[src/rtl/instr_fetch.sv]
// instr_fetch: instruction fetch unit between the PC register and decode.
// Presents the current PC to instruction memory over a req/gnt/rvalid
// handshake with at most one request outstanding, buffers {addr, instr}
// pairs in a small prefetch FIFO and hands them to decode via valid/ready.
// A taken JUMP flushes the FIFO and drops any response still in flight.
//
// Optional build macro: FETCH_MISALIGN_CHK_EN
//   defined     -> extra output FETCH_ERR; a misaligned PC blocks fetching
//                  and raises a sticky error until the next JUMP or reset.
//   not defined -> the low two PC bits are silently masked in IMEM_ADDR.
//
// state | meaning
// IDLE  | first cycle after reset release, nothing issued
// REQ   | presenting a request while a FIFO slot is free
// WAIT  | request granted, waiting for read data (or dropping it)
// STALL | FIFO full, waiting for decode to pop an entry
module instr_fetch #(
    parameter logic [31:0] BOOT_ADDR  = 32'h1A00_0000,
    parameter int          FIFO_DEPTH = 2
) (
    input  logic        CLK,
    input  logic        RES_N,
    input  logic [31:0] PC_IN,
    output logic        PC_ENABLE,
    input  logic        JUMP,
    output logic        IMEM_REQ,
    output logic [31:0] IMEM_ADDR,
    input  logic        IMEM_GNT,
    input  logic        IMEM_RVALID,
    input  logic [31:0] IMEM_RDATA,
    output logic        INSTR_VALID,
    input  logic        INSTR_READY,
    output logic [31:0] INSTR_DATA,
    output logic [31:0] INSTR_ADDR
`ifdef FETCH_MISALIGN_CHK_EN
    ,
    output logic        FETCH_ERR
`endif
);

    localparam int PTR_W = $clog2(FIFO_DEPTH);
    localparam int CNT_W = PTR_W + 1;
    localparam logic [CNT_W-1:0] DEPTH_C = CNT_W'(FIFO_DEPTH);

    typedef enum logic [1:0] {
        S_IDLE  = 2'd0,
        S_REQ   = 2'd1,
        S_WAIT  = 2'd2,
        S_STALL = 2'd3
    } state_t;

    state_t            state_q;
    state_t            state_d;
    logic              discard_q;
    logic              discard_d;
    logic [31:0]       req_addr_q;

    logic [31:0]       fifo_addr [FIFO_DEPTH];
    logic [31:0]       fifo_data [FIFO_DEPTH];
    logic [PTR_W-1:0]  wr_ptr_q;
    logic [PTR_W-1:0]  rd_ptr_q;
    logic [CNT_W-1:0]  count_q;
    logic [CNT_W-1:0]  count_after_push;

    logic              push;
    logic              pop;
    logic              flush;
    logic              latch_addr;
    logic              has_space;
    logic              req_blocked;

    // Word-aligned fetch address; the low bits never reach memory.
    assign IMEM_ADDR = PC_IN & 32'hFFFF_FFFC;

    assign INSTR_VALID = (count_q != '0);
    assign INSTR_DATA  = fifo_data[rd_ptr_q];
    assign INSTR_ADDR  = fifo_addr[rd_ptr_q];

    // A jump outranks the decode handshake, so no pop happens in a jump cycle.
    assign pop = INSTR_VALID & INSTR_READY & ~JUMP;

    // Only issued from REQ, where nothing is outstanding, so occupancy alone decides.
    assign has_space = (count_q < DEPTH_C);

    // Occupancy once the incoming word lands, net of a same-cycle pop.
    assign count_after_push = count_q + CNT_W'(1) - CNT_W'(pop);

`ifdef FETCH_MISALIGN_CHK_EN
    logic fetch_err_q;
    logic misaligned;

    assign misaligned  = (PC_IN[1:0] != 2'b00);
    assign req_blocked = fetch_err_q | misaligned;
    assign FETCH_ERR   = fetch_err_q;

    // Sticky misalignment error: raised by a blocked fetch attempt, cleared by a jump.
    always_ff @(posedge CLK or negedge RES_N) begin
        if (!RES_N) begin
            fetch_err_q <= 1'b0;
        end else if (JUMP) begin
            fetch_err_q <= 1'b0;
        end else if ((state_q == S_REQ) && misaligned) begin
            fetch_err_q <= 1'b1;
        end
    end
`else
    assign req_blocked = 1'b0;
`endif

    // Next-state and handshake outputs; JUMP is checked first in every state.
    always_comb begin
        state_d    = state_q;
        discard_d  = discard_q;
        IMEM_REQ   = 1'b0;
        PC_ENABLE  = 1'b0;
        push       = 1'b0;
        flush      = 1'b0;
        latch_addr = 1'b0;

        case (state_q)
            S_IDLE: begin
                state_d = S_REQ;
                if (JUMP) begin
                    PC_ENABLE = 1'b1;
                    flush     = 1'b1;
                end
            end

            S_REQ: begin
                if (JUMP) begin
                    PC_ENABLE = 1'b1;
                    flush     = 1'b1;
                end else if (req_blocked) begin
                    state_d = S_REQ;
                end else if (has_space) begin
                    IMEM_REQ = 1'b1;
                    if (IMEM_GNT) begin
                        PC_ENABLE  = 1'b1;
                        latch_addr = 1'b1;
                        state_d    = S_WAIT;
                    end
                end else begin
                    state_d = S_STALL;
                end
            end

            S_WAIT: begin
                if (JUMP) begin
                    PC_ENABLE = 1'b1;
                    flush     = 1'b1;
                    if (IMEM_RVALID) begin
                        discard_d = 1'b0;
                        state_d   = S_REQ;
                    end else begin
                        discard_d = 1'b1;
                    end
                end else if (IMEM_RVALID) begin
                    if (discard_q) begin
                        discard_d = 1'b0;
                        state_d   = S_REQ;
                    end else begin
                        push    = 1'b1;
                        state_d = (count_after_push < DEPTH_C) ? S_REQ : S_STALL;
                    end
                end
            end

            S_STALL: begin
                if (JUMP) begin
                    PC_ENABLE = 1'b1;
                    flush     = 1'b1;
                    state_d   = S_REQ;
                end else if (pop) begin
                    state_d = S_REQ;
                end
            end

            default: begin
                state_d = S_IDLE;
            end
        endcase
    end

    // State register, discard flag and the address of the granted request.
    always_ff @(posedge CLK or negedge RES_N) begin
        if (!RES_N) begin
            state_q    <= S_IDLE;
            discard_q  <= 1'b0;
            req_addr_q <= BOOT_ADDR;
        end else begin
            state_q   <= state_d;
            discard_q <= discard_d;
            if (latch_addr) begin
                req_addr_q <= IMEM_ADDR;
            end
        end
    end

    // Prefetch FIFO: pointers wrap naturally since the depth is a power of two.
    always_ff @(posedge CLK or negedge RES_N) begin
        if (!RES_N) begin
            wr_ptr_q <= '0;
            rd_ptr_q <= '0;
            count_q  <= '0;
            for (int i = 0; i < FIFO_DEPTH; i++) begin
                fifo_addr[i] <= '0;
                fifo_data[i] <= '0;
            end
        end else if (flush) begin
            wr_ptr_q <= '0;
            rd_ptr_q <= '0;
            count_q  <= '0;
        end else begin
            if (push) begin
                fifo_addr[wr_ptr_q] <= req_addr_q;
                fifo_data[wr_ptr_q] <= IMEM_RDATA;
                wr_ptr_q            <= wr_ptr_q + PTR_W'(1);
            end
            if (pop) begin
                rd_ptr_q <= rd_ptr_q + PTR_W'(1);
            end
            count_q <= count_q + CNT_W'(push) - CNT_W'(pop);
        end
    end

endmodule

[config.mk]
export PLATFORM = sky130hd
export DESIGN_NAME = instr_fetch
export DESIGN_NICKNAME = d
export VERILOG_FILES = /design/src/rtl/instr_fetch.sv
export SDC_FILE = /design/constraint.sdc
export NUM_CORES = 1
export LEC_CHECK = 0
export CORE_UTILIZATION = 28
export CTS_CLUSTER_DIAMETER = 30
export DETAILED_ROUTE_END_ITERATION = 8
export GPL_TIMING_DRIVEN = 0
export SYNTH_ARGS = -nofsm -noshare
export SYNTH_HDL_FRONTEND = slang
export SYNTH_SLANG_ARGS = --single-unit
[constraint.sdc]
create_clock -name CLK -period 3.1 [get_ports CLK]
set_input_delay 0.62 -clock CLK [delete_from_list [all_inputs] [get_ports CLK]]
set_output_delay 0.62 -clock CLK [all_outputs]
set_load 0.02 [all_outputs]
==> metrics.txt <==
status=finished clean; Die Height=163 µm; max_cap viols=0; vias in the first global route=4,762; most common cell after layout, fill and taps aside=mux2_2; Synth cell types=34; Reg2Reg Setup Slack=1.09 ns; Clock H-tree levels=4; synthesis warning total=0; post-synthesis register bit count=161; CTS clk-pin slew, worst paths=0.07 ns; final hold vios=0; post-layout min period=2.84 ns; number of flops mapped to enable cells by yosys=0; most frequent cells in the layout=mux2_2 (198), clkdlybuf4s50_1 (161), dfrtp_1 (157); Relative slew margins=49.1%; first-pass GRT wire length=25,500 µm; Layout Nets=737; drt initial violations=142; initial antenna violation count=0; detailed placer's ending HPWL=11,100 µm; total via count in the routed design=4,323; Final setup viols=0; Final Cycle Share=91.7%; clk sink count=161; residual DRC count=0; Avg Vias per Cell=4.31; actual slew at the worst max-slew pin=0.763 ns; Setup Skew=0.00820 ns; GRT Util Overall=12.5%; sequential area share after synthesis=55.4%; placed cell areas=9350 µm²; die area=26,600 µm²; PortBufs=162; FMAX=352 MHz; mapped cell area=7280 µm²; Ports=169; Skew-Pair Late Insertion Delay=0.41 ns; GRT Residual Overflow=0; Layout Area Growth over Synthesis=37.0%; top_reg_cell synth=dfrtp_1; Hold Crit Class=primary input to async pin; crit-path max FO=10; Async SR Flop Fraction=100%; maximum VDD drop=396 µV; final WL=15,900 µm; P_leak=4.56 nW; data arrival time of the critical path=2.22 ns; WS Path Type=flop to output pin; GPL Wtd Cong=0.747; Seq. cell area=4030 µm²; largest net degree at the start of global routing=84; syn avg cell area=15.3 µm²; ratio of cells with drive above 1 in the final layout=44.7%; Critical Path Start Type=flop; area of the multi-input gates=2780 µm²; CTS max path bufs=2; Post-CTS Setup Bufs=0; drt first pass iters=4; Crit path required time=2.48 ns; Cells after DPL=973; Root Buffer=clkbuf_16; Pwr per Cell Area=825 nW/µm²; Final Cell Area=9970 µm²; Final Non-Filler Cells=1,004; CTS tree=built; unrepaired setup endpoints after global routing=no; Mapped Cells=477; starting density of the core=28.7%; TritonCTS Buffers=17; core area=25,300 µm²; chip width=163 µm; Setup crit end kind=output pin; fill cell count=2,334; WL per Instance=15.9 µm; TNS Setup=0 ns; Power Total=8.23 mW; Detail Route Antenna Nets=0; Cell Rows=58; Final Max Tran Viols=0; ANT cells=0
==> power by group <==
group	switching [mW]	leakage [nW]	internal, mW
Clock	0.922	0.294	1.29
Sequential	0.353	2.11	2.77
Combinational	1.24	2.16	1.65
Total	2.52	4.56	5.71
==> what timing repair did <==
| action | CTS | global route |
|---|---|---|
| gates resized for setup | 0 | 2 |
| hold buffers | 0 | 0 |
| setup endpoints to repair | 59 | 16 |
==> worst max-delay path, stage by stage (launching register included) <==
cell and delay (ns):
dfrtp_2 0.51, buf_2 0.35, mux2_2 0.37, clkdlybuf4s50_1 0.58
==> final cells by class <==
type,instances,share of cell area (%)
multi-input combinational,258,27.9
sequential,161,40.5
timing repair buffer,163,16.5
inverter,3,0.113
clock buffer,17,4.27
buffer,57,4.65
clock inverter,15,1.94
tap,330,4.14
==> routing by layer <==
| layer | part of all wire, % | wire, µm | track usage (%) |
|---|---|---|---|
| met1 | 44 | 7020 | 15.7 |
| met2 | 50 | 7980 | 21.1 |
| met3 | 4.6 | 739 | 3.15 |
| met4 | 1.1 | 180 | 3.70 |
| met5 | 0 | 0 | 0 |
==> metrics by stage <==
step | hold slack [ns] | util, % | worst slack (ns)
CTS | 0.250 | 39.4 | 0.0168
detailed placement | 0.475 | 36.9 | 0.277
global placement | 0.464 | 36.8 | -4.87
global route | 0.279 | 39.4 | 0.133
finish | 0.229 | 39.4 | 0.256
floorplan | 0.324 | - | 1.15
==> registers in the layout (all words and copies together) (netlist names) <==
signal and cells:
count_q 2, discard_q 1, fifo_addr 60, fifo_data 64, rd_ptr_q 1, req_addr_q 30
state_q 2, wr_ptr_q 1
==> synthesized netlist by cell type (all sizes together) (2+ instances only) <==
cell type | n | area [µm²]
mux2 | 216 | 2430
dfrtp | 158 | 3950
buf | 57 | 462
ha | 6 | 75.1
nor2 | 5 | 37.5
a21oi | 3 | 15.0
dfstp | 3 | 78.8
inv | 3 | 11.3
nand2 | 2 | 7.51
nor2b | 2 | 12.5
o21ai | 2 | 10.0
o21bai | 2 | 15.0
xnor2 | 2 | 17.5
xor2 | 2 | 17.5
==> cells by family (layout without fill, tap and decap cells) <==
family / Yosys count / in the layout / synth area share, %
other: 1 / 4 / 0.0515
flip-flops: 161 / 161 / 55.4
XOR/XNOR: 4 / 4 / 0.481
buffers and inverters: 61 / 255 / 6.55
AND/OR/NAND/NOR: 17 / 17 / 1.98
AO/OA/AOI/OAI: 11 / 11 / 1.08
adder cells (fa/ha/maj): 6 / 6 / 1.03
multiplexers: 216 / 216 / 33.4
==> path summary, 6_finish.rpt <==
kind                               start        endpoint  cells after the start
max in group asynchronous          RES_N   fifo_data[49]                      2
min                                RES_N   fifo_addr[16]                      1
min in group CLK           fifo_data[50]   fifo_data[50]                      1
max reg2reg                   state_q[0]   fifo_data[61]                      6
min reg2reg                fifo_data[50]   fifo_data[50]                      1
max                             rd_ptr_q  INSTR_ADDR[31]                      3
(Power assumes the default switching activity.)
==> edit, RTL diff (config.mk and constraints unchanged) <==
The parameter `FIFO_DEPTH` goes from 2 to 8.
--- a/src/rtl/instr_fetch.sv
+++ b/src/rtl/instr_fetch.sv
@@ -16,7 +16,7 @@
 // STALL | FIFO full, waiting for decode to pop an entry
 module instr_fetch #(
     parameter logic [31:0] BOOT_ADDR  = 32'h1A00_0000,
-    parameter int          FIFO_DEPTH = 2
+    parameter int          FIFO_DEPTH = 8
 ) (
     input  logic        CLK,
     input  logic        RES_N,
Function: no difference found for any inputs over 4 cycles, from zero or initial values; that may be too few to reach the edited logic, so the function may still have changed.
==> edit against the original RTL <==
The run now ends with negative setup slack left. Synthesized cell count grew to 3.1 times the old value. Synthesized area grew to 3.4 times the old value. Total power grew to 3.3 times the old value. Final cell count grew to 3.0 times the old value. Die area grew to 3.3 times the old value. Hold slack lost 0.16 ns. Sequential cell count grew 378. Global-route usage grew 2.0 points. Core utilization shrank 1.5 points. Wire length grew to 4.0 times the old value. Cell area grew to 3.3 times the old value. Setup slack lost 0.32 ns. Via count grew to 3.3 times the old value. Critical endpoint is now INSTR_DATA[9].
==> edit: results (changes against the original RTL) <==
Global routing
  • First-pass GRT wire length: 97,900 µm (+280%)
  • Antenna violations before repair: 6 (+6)
  • Vias in the first global route: 15,851 (+230%)
  • Pin count of the biggest net entering global routing: 129 (+54%)
  • Total track usage: 14.5% (+2.0 points)

Setup path
  • Worst R2R Setup Slack: 0.31 ns (-0.78 ns)
  • CP Max Fanout: 8 (-2)
  • WP data arrival: 2.55 ns (+0.33 ns)
  • Delay-heaviest family, CP: multiplexers
  • Max incr delay on CP: 0.50 ns (-0.08 ns)

Timing
  • Hold_ws: 0.0663 ns (-0.163 ns)
  • Skew final: 0.0194 ns (+0.0112 ns)
  • Final setup fails: 40 (+40)
  • Rel. slew slack: 40.4% (-8.7 points)
  • Worst setup margin: -0.0668 ns (-0.323 ns)
  • Setup TNS: -1.17 ns (-1.17 ns)

CTS
  • H-tree Lvls: 3 (-1)
  • Max Buffers Root-to-Sink: 3 (+1)
  • Worst-Skew Late Latency: 0.64 ns (+0.23 ns)
  • Clock-pin slew on the worst setup and hold paths: 0.05 ns (-0.02 ns)
  • CTS Buf Count: 115 (+98)

Logic synthesis
  • Largest cells by area after synthesis: dfrtp_1, mux2_2, mux4_2, buf_6, buf_4
  • Most instantiated cells after synthesis: mux2_2, dfrtp_1, mux4_2
  • Synth Area in XOR/XNOR: 0.179% (-0.30 points)
  • Yosys warns: 0 (unchanged)
  • Register area share after synthesis: 55.0% (-0.41 points)
  • Post-synthesis mux area share: 38.6% (+5.1 points)

Power and ir drop
  • Max IR drop VDD: 0.542 mV (+37%)
  • Leak: 15.5 nW (+240%)

Route
  • Vias per inst: 4.63 (+7.5%)
  • DR WL/cell: 20.9 µm (+32%)
  • Initial drt markers: 625 (+340%)

Status
  • Outcome: finished with violations
  • Violated checks: negative setup slack

Cells and area
  • Layout cell share with drive strength beyond 1: 60.6% (+16 points)
  • Final nets: 1,867 (+150%)

Placed design
  • Hpwl dp: 40,300 µm (+260%)
  • Placer Congestion: 0.729 (-2.5%)
  • Placed cell area: 27,700 µm² (+200%)
[edit: changes by cell type after synthesis, moves of 4 or more]
cell and change:
ha_1 +5, mux2_1 -9, mux2_2 +369, nor2_1 +4, dfrtp_1 +378, mux4_2 +124, nand2_1 +6, mux2_4 +12
o21ai_0 +5, buf_2 +21, buf_6 +26, clkbuf_1 +19, inv_1 +6
[edit: per-layer routing]
| layer | GRT usage [%] | vias to the layer above | share of wire, % |
|---|---|---|---|
| li1 | - | 6125 | - |
| met1 | 18.8 | 7490 | 43 |
| met2 | 23.9 | 334 | 50 |
| met3 | 3.14 | 120 | 5.0 |
| met4 | 4.69 | 6 | 2.4 |
| met5 | 0 | - | 0.064 |
[edit: per-stage QoR]
| stage | instances | worst slack (ns) | util (%) |
|---|---|---|---|
| global placement | 2786 | -21.18 | 31.8 |
| detailed placement | 2790 | -0.663 | 32.0 |
| global route | 3042 | -0.178 | 37.8 |
| floorplan | 1469 | 0.478 | - |
| CTS | 3025 | -0.229 | 37.4 |
| finish | 3042 | -0.0668 | 37.8 |
[edit: final cells by class]
class / instances / area (µm²)
Clock buffer: 155 / 3270
Timing Repair Buffer: 200 / 2160
Multi-Input combinational cell: 792 / 10200
Tap cell: 1155 / 1450
Fill cell: 8075 / 53900
Sequential cell: 539 / 13500
Buffer: 128 / 1260
Clock inverter: 64 / 936
Inverter: 9 / 33.8
[edit: logic make-up after synthesis]
| logic type | Yosys count |
|---|---|
| multiplexers | 712 |
| flip-flops | 539 |
| buffers and inverters | 138 |
| AND/OR/NAND/NOR | 39 |
| AO/OA/AOI/OAI | 20 |
| adder cells (fa/ha/maj) | 12 |
| XOR/XNOR | 5 |
| other | 1 |
[edit: what timing repair did]
item	CTS	global route
buffers inserted	15	16
resized for setup	399	115
gates cloned	2	3
setup endpoints to repair	64	62
[edit: final timing paths]
| kind | start | end | cells after the start |
|---|---|---|---|
| min | RES_N | fifo_addr[24] | 1 |
| min in group CLK | fifo_addr[233] | fifo_addr[233] | 1 |
| max | rd_ptr_q[0] | INSTR_DATA[9] | 7 |
| max reg2reg | count_q[3] | count_q[2] | 12 |
| min reg2reg | fifo_addr[233] | fifo_addr[233] | 1 |
| max in group asynchronous | RES_N | fifo_data[54] | 3 |
[edit: report_power, final]
group / internal, mW / total (mW) / switching, mW
Sequential: 7.70 / 8.41 / 0.708
Clock: 9.04 / 13.0 / 3.96
Combinational: 3.43 / 6.15 / 2.72
[edit: worst reg2reg max path: cells and delay by family (launching register included)]
family | cells | cell delay (ns)
simple gates | 4 | 0.71
flops | 1 | 0.41
buf+inv | 3 | 0.35
fa+ha+maj | 4 | 1.02
xor+xnor | 1 | 0.17
